[config.mk]
export PLATFORM = sky130hd
export DESIGN_NAME = axi_src_isolate
export DESIGN_NICKNAME = d
export VERILOG_FILES = /design/src/rtl/axi_src_isolate.sv
export SDC_FILE = /design/constraint.sdc
export NUM_CORES = 1
export LEC_CHECK = 0
export CAP_MARGIN = 20
export CORE_AREA = 2 2 150 152
export DETAILED_ROUTE_END_ITERATION = 12
export DIE_AREA = 0 0 152 154
export PLACE_DENSITY_LB_ADDON = 0.15
export SLEW_MARGIN = 40
export SYNTH_ARGS = -nofsm -noshare
export SYNTH_HDL_FRONTEND = slang
export SYNTH_SLANG_ARGS = --single-unit
[constraint.sdc]
create_clock -name src_clk_i -period 2.7 [get_ports src_clk_i]
set_clock_uncertainty 0.15 [all_clocks]
set_input_delay 0.405 -clock src_clk_i [delete_from_list [all_inputs] [get_ports src_clk_i]]
set_output_delay 0.405 -clock src_clk_i [all_outputs]
set_load 0.01 [all_outputs]
[src/rtl/axi_src_isolate.sv]
// axi_src_isolate: source-domain AXI isolation stage in front of the CDC source half.
// Passes AW/W/AR and B/R through with zero latency. On isolate_i it stops accepting
// new AW/AR and waits until everything already forwarded has completed, then reports
// isolated_o.
// Optional build macro: AXI_SRC_ISOLATE_STATUS_EN adds the pending_wr_o/pending_rd_o ports.

package axi_src_isolate_pkg;

    typedef struct packed {
        logic [3:0]  id;
        logic [31:0] addr;
        logic [7:0]  len;
        logic [2:0]  size;
        logic [1:0]  burst;
    } axi_ax_t;

    typedef struct packed {
        logic [31:0] data;
        logic [3:0]  strb;
        logic        last;
    } axi_w_t;

    typedef struct packed {
        logic [3:0] id;
        logic [1:0] resp;
    } axi_b_t;

    typedef struct packed {
        logic [3:0]  id;
        logic [31:0] data;
        logic [1:0]  resp;
        logic        last;
    } axi_r_t;

    typedef struct packed {
        axi_ax_t aw;
        logic    aw_valid;
        axi_w_t  w;
        logic    w_valid;
        logic    b_ready;
        axi_ax_t ar;
        logic    ar_valid;
        logic    r_ready;
    } axi_req_t;

    typedef struct packed {
        logic   aw_ready;
        logic   w_ready;
        axi_b_t b;
        logic   b_valid;
        logic   ar_ready;
        axi_r_t r;
        logic   r_valid;
    } axi_resp_t;

endpackage

module axi_src_isolate #(
    parameter int unsigned MaxTxn     = 8,
    parameter type         axi_req_t  = axi_src_isolate_pkg::axi_req_t,
    parameter type         axi_resp_t = axi_src_isolate_pkg::axi_resp_t
) (
    input  logic      src_clk_i,
    input  logic      src_rst_ni,
    input  axi_req_t  slv_req_i,
    output axi_resp_t slv_resp_o,
    output axi_req_t  mst_req_o,
    input  axi_resp_t mst_resp_i,
    input  logic      isolate_i,
    output logic      isolated_o
`ifdef AXI_SRC_ISOLATE_STATUS_EN
    ,
    output logic [$clog2(MaxTxn+1)-1:0] pending_wr_o,
    output logic [$clog2(MaxTxn+1)-1:0] pending_rd_o
`endif
);

    localparam int unsigned     CntW   = $clog2(MaxTxn + 1);
    localparam logic [CntW-1:0] CntMax = CntW'(MaxTxn);

    typedef enum logic [1:0] {
        ST_NORMAL,
        ST_DRAIN,
        ST_ISOLATED
    } state_e;

    state_e          r_state;
    state_e          w_state_nxt;

    logic [CntW-1:0] r_wr_cnt;
    logic [CntW-1:0] r_w_cnt;
    logic [CntW-1:0] r_rd_cnt;
    logic            r_aw_hold;
    logic            r_w_hold;
    logic            r_ar_hold;

    logic            w_aw_allow;
    logic            w_w_allow;
    logic            w_ar_allow;
    logic            w_aw_valid;
    logic            w_w_valid;
    logic            w_ar_valid;
    logic            w_aw_hs;
    logic            w_w_hs;
    logic            w_w_last_hs;
    logic            w_ar_hs;
    logic            w_b_hs;
    logic            w_r_last_hs;
    logic            w_idle;

    // Allows use registered counts only, so a same-cycle B/R never reopens AW/AR.
    // A held channel stays open so a forwarded valid is never retracted.
    assign w_aw_allow = ((r_state == ST_NORMAL) && (r_wr_cnt < CntMax)) || r_aw_hold;
    assign w_ar_allow = ((r_state == ST_NORMAL) && (r_rd_cnt < CntMax)) || r_ar_hold;
    assign w_aw_valid = slv_req_i.aw_valid & w_aw_allow;
    assign w_ar_valid = slv_req_i.ar_valid & w_ar_allow;
    assign w_aw_hs    = w_aw_valid & mst_resp_i.aw_ready;
    assign w_ar_hs    = w_ar_valid & mst_resp_i.ar_ready;

    // W needs a matching AW, either already counted or handshaking right now.
    assign w_w_allow   = (r_w_cnt != '0) || w_aw_hs || r_w_hold;
    assign w_w_valid   = slv_req_i.w_valid & w_w_allow;
    assign w_w_hs      = w_w_valid & mst_resp_i.w_ready;
    assign w_w_last_hs = w_w_hs & slv_req_i.w.last;

    assign w_b_hs      = mst_resp_i.b_valid & slv_req_i.b_ready;
    assign w_r_last_hs = mst_resp_i.r_valid & slv_req_i.r_ready & mst_resp_i.r.last;

    assign w_idle = (r_wr_cnt == '0) && (r_w_cnt == '0) && (r_rd_cnt == '0) &&
                    !r_aw_hold && !r_w_hold && !r_ar_hold;

    assign isolated_o = (r_state == ST_ISOLATED);

`ifdef AXI_SRC_ISOLATE_STATUS_EN
    assign pending_wr_o = r_wr_cnt;
    assign pending_rd_o = r_rd_cnt;
`endif

    // Payload pass-through with valid/ready gating on the request channels
    always_comb begin
        mst_req_o          = slv_req_i;
        mst_req_o.aw_valid = w_aw_valid;
        mst_req_o.w_valid  = w_w_valid;
        mst_req_o.ar_valid = w_ar_valid;

        slv_resp_o          = mst_resp_i;
        slv_resp_o.aw_ready = mst_resp_i.aw_ready & w_aw_allow;
        slv_resp_o.w_ready  = mst_resp_i.w_ready & w_w_allow;
        slv_resp_o.ar_ready = mst_resp_i.ar_ready & w_ar_allow;
    end

    function automatic logic [CntW-1:0] cnt_next(input logic [CntW-1:0] cnt,
                                                 input logic            inc,
                                                 input logic            dec);
        logic [CntW-1:0] res;
        res = cnt;
        if (inc && !dec) begin
            res = cnt + CntW'(1);
        end else if (dec && !inc && (cnt != '0)) begin
            res = cnt - CntW'(1);
        end
        return res;
    endfunction

    // Outstanding-transaction counters and downstream valid hold flags
    always_ff @(posedge src_clk_i or negedge src_rst_ni) begin
        if (!src_rst_ni) begin
            r_wr_cnt  <= '0;
            r_w_cnt   <= '0;
            r_rd_cnt  <= '0;
            r_aw_hold <= 1'b0;
            r_w_hold  <= 1'b0;
            r_ar_hold <= 1'b0;
        end else begin
            r_wr_cnt  <= cnt_next(r_wr_cnt, w_aw_hs, w_b_hs);
            r_w_cnt   <= cnt_next(r_w_cnt, w_aw_hs, w_w_last_hs);
            r_rd_cnt  <= cnt_next(r_rd_cnt, w_ar_hs, w_r_last_hs);
            r_aw_hold <= w_aw_valid & ~mst_resp_i.aw_ready;
            r_w_hold  <= w_w_valid & ~mst_resp_i.w_ready;
            r_ar_hold <= w_ar_valid & ~mst_resp_i.ar_ready;
        end
    end

    // State register
    always_ff @(posedge src_clk_i or negedge src_rst_ni) begin
        if (!src_rst_ni) begin
            r_state <= ST_NORMAL;
        end else begin
            r_state <= w_state_nxt;
        end
    end

    // Next state: a dropped isolate request wins over completing the drain
    always_comb begin
        w_state_nxt = r_state;
        unique case (r_state)
            ST_NORMAL: begin
                if (isolate_i) w_state_nxt = ST_DRAIN;
            end
            ST_DRAIN: begin
                if (!isolate_i) w_state_nxt = ST_NORMAL;
                else if (w_idle) w_state_nxt = ST_ISOLATED;
            end
            ST_ISOLATED: begin
                if (!isolate_i) w_state_nxt = ST_NORMAL;
            end
            default: w_state_nxt = ST_NORMAL;
        endcase
    end

`ifndef SYNTHESIS
    // A response with nothing outstanding means the downstream side broke protocol
    a_wr_underflow: assert property (@(posedge src_clk_i) disable iff (!src_rst_ni)
        !(w_b_hs && !w_aw_hs && (r_wr_cnt == '0)));
    a_w_underflow: assert property (@(posedge src_clk_i) disable iff (!src_rst_ni)
        !(w_w_last_hs && !w_aw_hs && (r_w_cnt == '0)));
    a_rd_underflow: assert property (@(posedge src_clk_i) disable iff (!src_rst_ni)
        !(w_r_last_hs && !w_ar_hs && (r_rd_cnt == '0)));
`endif

endmodule
# Word level (Yosys, flattened, before mapping)
# Index checks and enable logic that the tools add are counted.
# W data, S select, Z words.
[totals]
in_bits = 193
wordCells = 89
out_inout_bits = 191
regBits = 17
[classes]
n_addsub = 6
n_eq_ne = 5
muxes = 11
bitwise = 19
reduce_logical = 39
order_cmp = 2
[op_table]
columns = ["cell", "count"]
rows = [
  ["$mux W4", 6],
  ["$and A1 B1 Y1", 16],
  ["$logic_and A1 B1 Y1", 16],
  ["$add A4 B1 Y4 const B", 3],
  ["$logic_not A4 Y1", 3],
  ["$reduce_bool A4 Y1", 3],
  ["$sub A4 B1 Y4 const B", 3],
  ["$logic_not A1 Y1", 8],
  ["$lt A4 B4 Y1 const B", 2],
  ["$mux W2", 4],
  ["$pmux W2 S3", 1],
  ["$reduce_bool A2 Y1", 3],
  ["$logic_or A1 B1 Y1", 4],
  ["$ne A2 B2 Y1 const B", 2],
  ["$ne A3 B3 Y1 const B", 1],
  ["$not A1 Y1", 3],
  ["$reduce_and A3 Y1", 1],
  ["$eq A2 B1 Y1 const B", 1],
  ["$eq A2 B2 Y1 const B", 1],
  ["$logic_not A2 Y1", 1],
]

# Longest topological paths before layout
[depth]
word_depth = 14
mapped_depth = 9
depth_no_buf = 9

# Least setup slack after synthesis
# OpenSTA, ideal clock, no wires.
[synth_timing]
kind = "reg-to-reg"
start = "reg r_state[1]"
end = "reg r_w_cnt[3]"
synth_period_minus_slack_ps = 2285
arrival_time_ps = 1989
t_required_ps = 2404
n_path_buf = 0
setup_time_ps = 146
path_slack_ps = 415
stages_incl_launch_ff = 10
cell_sequence = "dfrtp_1 nor3_1 o211a_1 nand2b_1 ha_1 a21o_1 a21oi_1 nand3_1 o211ai_1 o311ai_0"
[synth_between]
elab_chain_len = 13
word_cells_on_any_way = 17
classes_between = "1 x mux; 5 x bitwise; 11 x reduce/logical"
[synth_lines]
columns = ["item", "line", "rtl"]
rows = [
  ["from (decl)", "87", "state_e r_state;"],
  ["from (signal assigned)", "189", "r_state <= w_state_nxt;"],
  ["$logic_not A2 Y1 *", "113", "assign w_aw_allow = ((r_state == ST_NORMAL) && (r_wr_cnt < CntMax)) || r_aw_hold;"],
  ["$logic_and A1 B1 Y1 *", "113", ""],
  ["$logic_or A1 B1 Y1 *", "113", ""],
  ["$and A1 B1 Y1 *", "115", "assign w_aw_valid = slv_req_i.aw_valid & w_aw_allow;"],
  ["$and A1 B1 Y1 *", "117", "assign w_aw_hs = w_aw_valid & mst_resp_i.aw_ready;"],
  ["$logic_or A1 B1 Y1 (2 in series)", "121", "assign w_w_allow = (r_w_cnt != '0) || w_aw_hs || r_w_hold;"],
  ["$and A1 B1 Y1", "122", "assign w_w_valid = slv_req_i.w_valid & w_w_allow;"],
  ["$and A1 B1 Y1", "123", "assign w_w_hs = w_w_valid & mst_resp_i.w_ready;"],
  ["$and A1 B1 Y1", "124", "assign w_w_last_hs = w_w_hs & slv_req_i.w.last;"],
  ["$logic_not A1 Y1 / $logic_and A1 B1 Y1 (equally long branches)", "157, 159", ""],
  ["$logic_and A1 B1 Y1, on equally long branches", "157, 159", ""],
  ["$mux W4 / $reduce_bool A2 Y1 (equally long branches)", "-", ""],
  ["to (signal assigned)", "176", "r_w_cnt <= cnt_next(r_w_cnt, w_aw_hs, w_w_last_hs);"],
  ["to (decl)", "91", "logic [CntW-1:0] r_w_cnt;"],
]
# Every way passes the cells marked *; elsewhere a longest branch is shown, timed or not.
# A chain may end at the register's enable or synchronous reset.

# Final worst setup path
# Ends and elaborated chain as after synthesis.

==> summary.md <==
| Metric | Value |
|---|---|
| Outcome | finished clean |
| Worst skew pair latency | around 0.25 ns |
| Post-synthesis register bit count | 17 |
| Synth top area cells | buf_4, dfrtp_1, ha_1 |
| H-Tree Level Count | 1 |
| Rel. slew slack | about 69% |
| Max_cap viols | 0 |
| Cts hold-fix bufs | 0 |
| Synth unique cells | 31 |
| Total Wirelength | 4380 um |
| Setup crit end kind | flip-flop |
| Fin worst setup slack | 0.265 ns |
| Reg clk slew, reported paths | 0.05 ns |
| Fin Hold WS | between 0.3 and 0.4 ns |
| Diodes inserted | 0 |
| Core area | about 0.022 sq mm |
| Unrepaired setup endpoints after global routing | false |
| Startpoint types | flip-flop |
| Starting DRT DRC Count | 54 |
| Data required time of the critical path | 2.66 ns |
| Number of synthesized flops with an enable pin | 0 |
| Largest net degree at the start of global routing | 18 |
| DP HPWL | around 3600 um |
| Via density | around 2.5 |
| Post-synth top area share | 57.6% |
| Die height | 154 um |
| Yosys warns | 0 |
| Place WS | 0.0274 ns |
| I/O pin count | 384 |
| Clk sink count | 17 |
| Prevailing post-synth register cell | dfrtp_1 |
| Asr flop ratio synth | 100% |
| Grt ovf | 0 |
| Final Setup Violations | 0 |
| Number of antenna violations at the first check in global routing | 0 |
| Worst EP arrival | 2.40 ns |
| Crit Path Class | flip-flop to flip-flop |
| CTS tree | yes |
| Die Wd | 152 um |
| Full die area | 0.0234 sq mm |
| Hold Vio Cnt, Final | 0 |
| Max Slew Vio Count | 0 |
| Share of cells above drive strength 1 | 14.6% |
| First-pass GRT wire length | 6580 um |
| Final TNS setup | 0 ns |
| Row count | 54 |
| Max Freq | 411 MHz |
| Tightest Hold Check Type | primary input to asynchronous set/reset pin |
| Area leader, netlist | buf_4 |
| Most frequent cells in the layout | clkdlybuf4s50_1, dfrtp_1, buf_4 |
| Synth Net Count | 485 |
| Sequential fraction of the synthesis area | 17.4% |
| Initial Utilization | about 11% |
| Final Critical Period | 2.43 ns |
| Final antenna-violating net count | 0 |
| Peak supply drop | 264 uV |
| GR Util All Layers | 3.63% |
| Mapped Area | between 0.002 and 0.0025 sq mm |
| Fin cells | between 400 and 500 |
| LEAKAGE | 0.667 nW |
| CTS max path bufs | 2 |
| Power Dens Cells | around 750 mW/mm^2 |
| Gate Count Post-Synth | 283 |
| Post-route clock period utilization | 90.2% |
| Commonest non-fill, non-tap cell in the layout | clkdlybuf4s50_1 |
| Tightest Pin Transition | 0.466 ns |
| RePlAce Congestion | approximately 0.65 |
| CTS root buffer | clkbuf_16 |
| Layout area overhead | -25.4% |
| Port Buffer Count | 27 |
| Placed cells | 412 |
| Final Net Count | 340 |
| Initial DRT Pass Iterations | 4 |
| DR vias | 1,050 |
| Reg2reg setup slack | 0.27 ns |
| Vias in the first global route | 1,121 |
| Total CTS buffers | 3 |
| Avg WL per Cell | between 10 and 15 um |
| CP Max Fanout | 5 |
| Fillcell total | 2,484 |
| Avg Cell Area, Syn | around 8.6 sq um |
| Post-route DRC violation count | 0 |
[cell usage after synthesis (all sizes together), types with 2 or more instances]
library cell / n
fa: 3
buf: 187
a21oi: 3
nand4: 2
o211ai: 3
xnor2: 5
nand2: 4
ha: 6
nor2b: 8
nor2: 6
o21ai: 3
xor2: 3
mux2: 4
nor4: 2
nand3: 5
mux2i: 2
nand2b: 2
dfrtp: 17
and2: 4
a21o: 3
nor3: 3
[state kept, by name, indices dropped and copies added, names as in the netlist]
| signal | flops |
|---|---|
| r_rd_cnt | 4 |
| r_w_cnt | 4 |
| r_wr_cnt | 4 |
| r_state | 2 |
| r_ar_hold | 1 |
| r_aw_hold | 1 |
| r_w_hold | 1 |
[power by group]
group / switching, mW / leakage, nW / internal, mW
Clock: 0.106 / 0.0382 / 0.201
Combinational: 0.262 / 0.419 / 0.333
Sequential: 0.106 / 0.209 / 0.354
[through the flow]
step | total power, mW | util, % | instance area (sq um)
floorplan | 1.13 | - | 2440
global placement | 1.09 | 7.94 | 1720
detailed placement | 1.06 | 7.94 | 1720
CTS | 1.39 | 8.37 | 1810
global route | 1.49 | 8.39 | 1820
finish | 1.36 | 8.39 | 1820
[routing by layer]
layer | up-vias | global-route usage, % | wire length, um
li1 | 435 | - | -
met1 | 462 | 3.41 | 1500
met2 | 83 | 4.87 | 1820
met3 | 70 | 2.62 | 624
met4 | 0 | 4.01 | 430
met5 | - | 0 | 0
[cells by family (layout without fill, tap and decap cells)]
kind of cell	after synthesis	after routing	share of synthesized area, %
flip-flops	17	17	17.4
AO/OA/AOI/OAI	15	15	4.16
AND/OR/NAND/NOR	41	41	9.59
buffers and inverters	187	41	57.6
multiplexers	6	6	2.82
adder cells (fa/ha/maj)	9	9	5.54
XOR/XNOR	8	8	2.87
[final timing paths]
kind	endpoint	from	depth (start not counted)
worst min register to register	r_rd_cnt[3]	r_rd_cnt[3]	1
worst min-delay path	r_ar_hold	src_rst_ni	2
worst max-delay path	r_w_cnt[3]	r_state[1]	10
min in group src_clk_i	r_rd_cnt[3]	r_rd_cnt[3]	1
max in group asynchronous	r_aw_hold	src_rst_ni	2
worst max register to register	r_w_cnt[3]	r_state[1]	10
[worst max-delay path, cell delays in order, from the launching register on]
cell and delay, ns:
dfrtp_1 0.42, nor3_2 0.20, buf_4 0.14, o211a_1 0.21
nand2b_1 0.09, ha_1 0.28, a21o_1 0.17, a21oi_1 0.27
nand3_1 0.12, o211ai_1 0.10, o311ai_0 0.14
[layout make-up]
type | count | area (sq um) | share of cell area (%)
clock buffers | 4 | 78.8 | 4.33
flip-flops and latches | 17 | 425 | 23.4
repair buffers | 37 | 350 | 19.3
well taps | 280 | 350 | 19.3
multi-input cells | 79 | 614 | 33.8
[repair_timing]
action,in CTS,in global routing
setup buffers,1,0
resized for setup,1,2
endpoints found under the hold margin,0,0
endpoints found under the setup margin,2,2
pin swaps,1,0
Power figures use the tool's default switching activity.
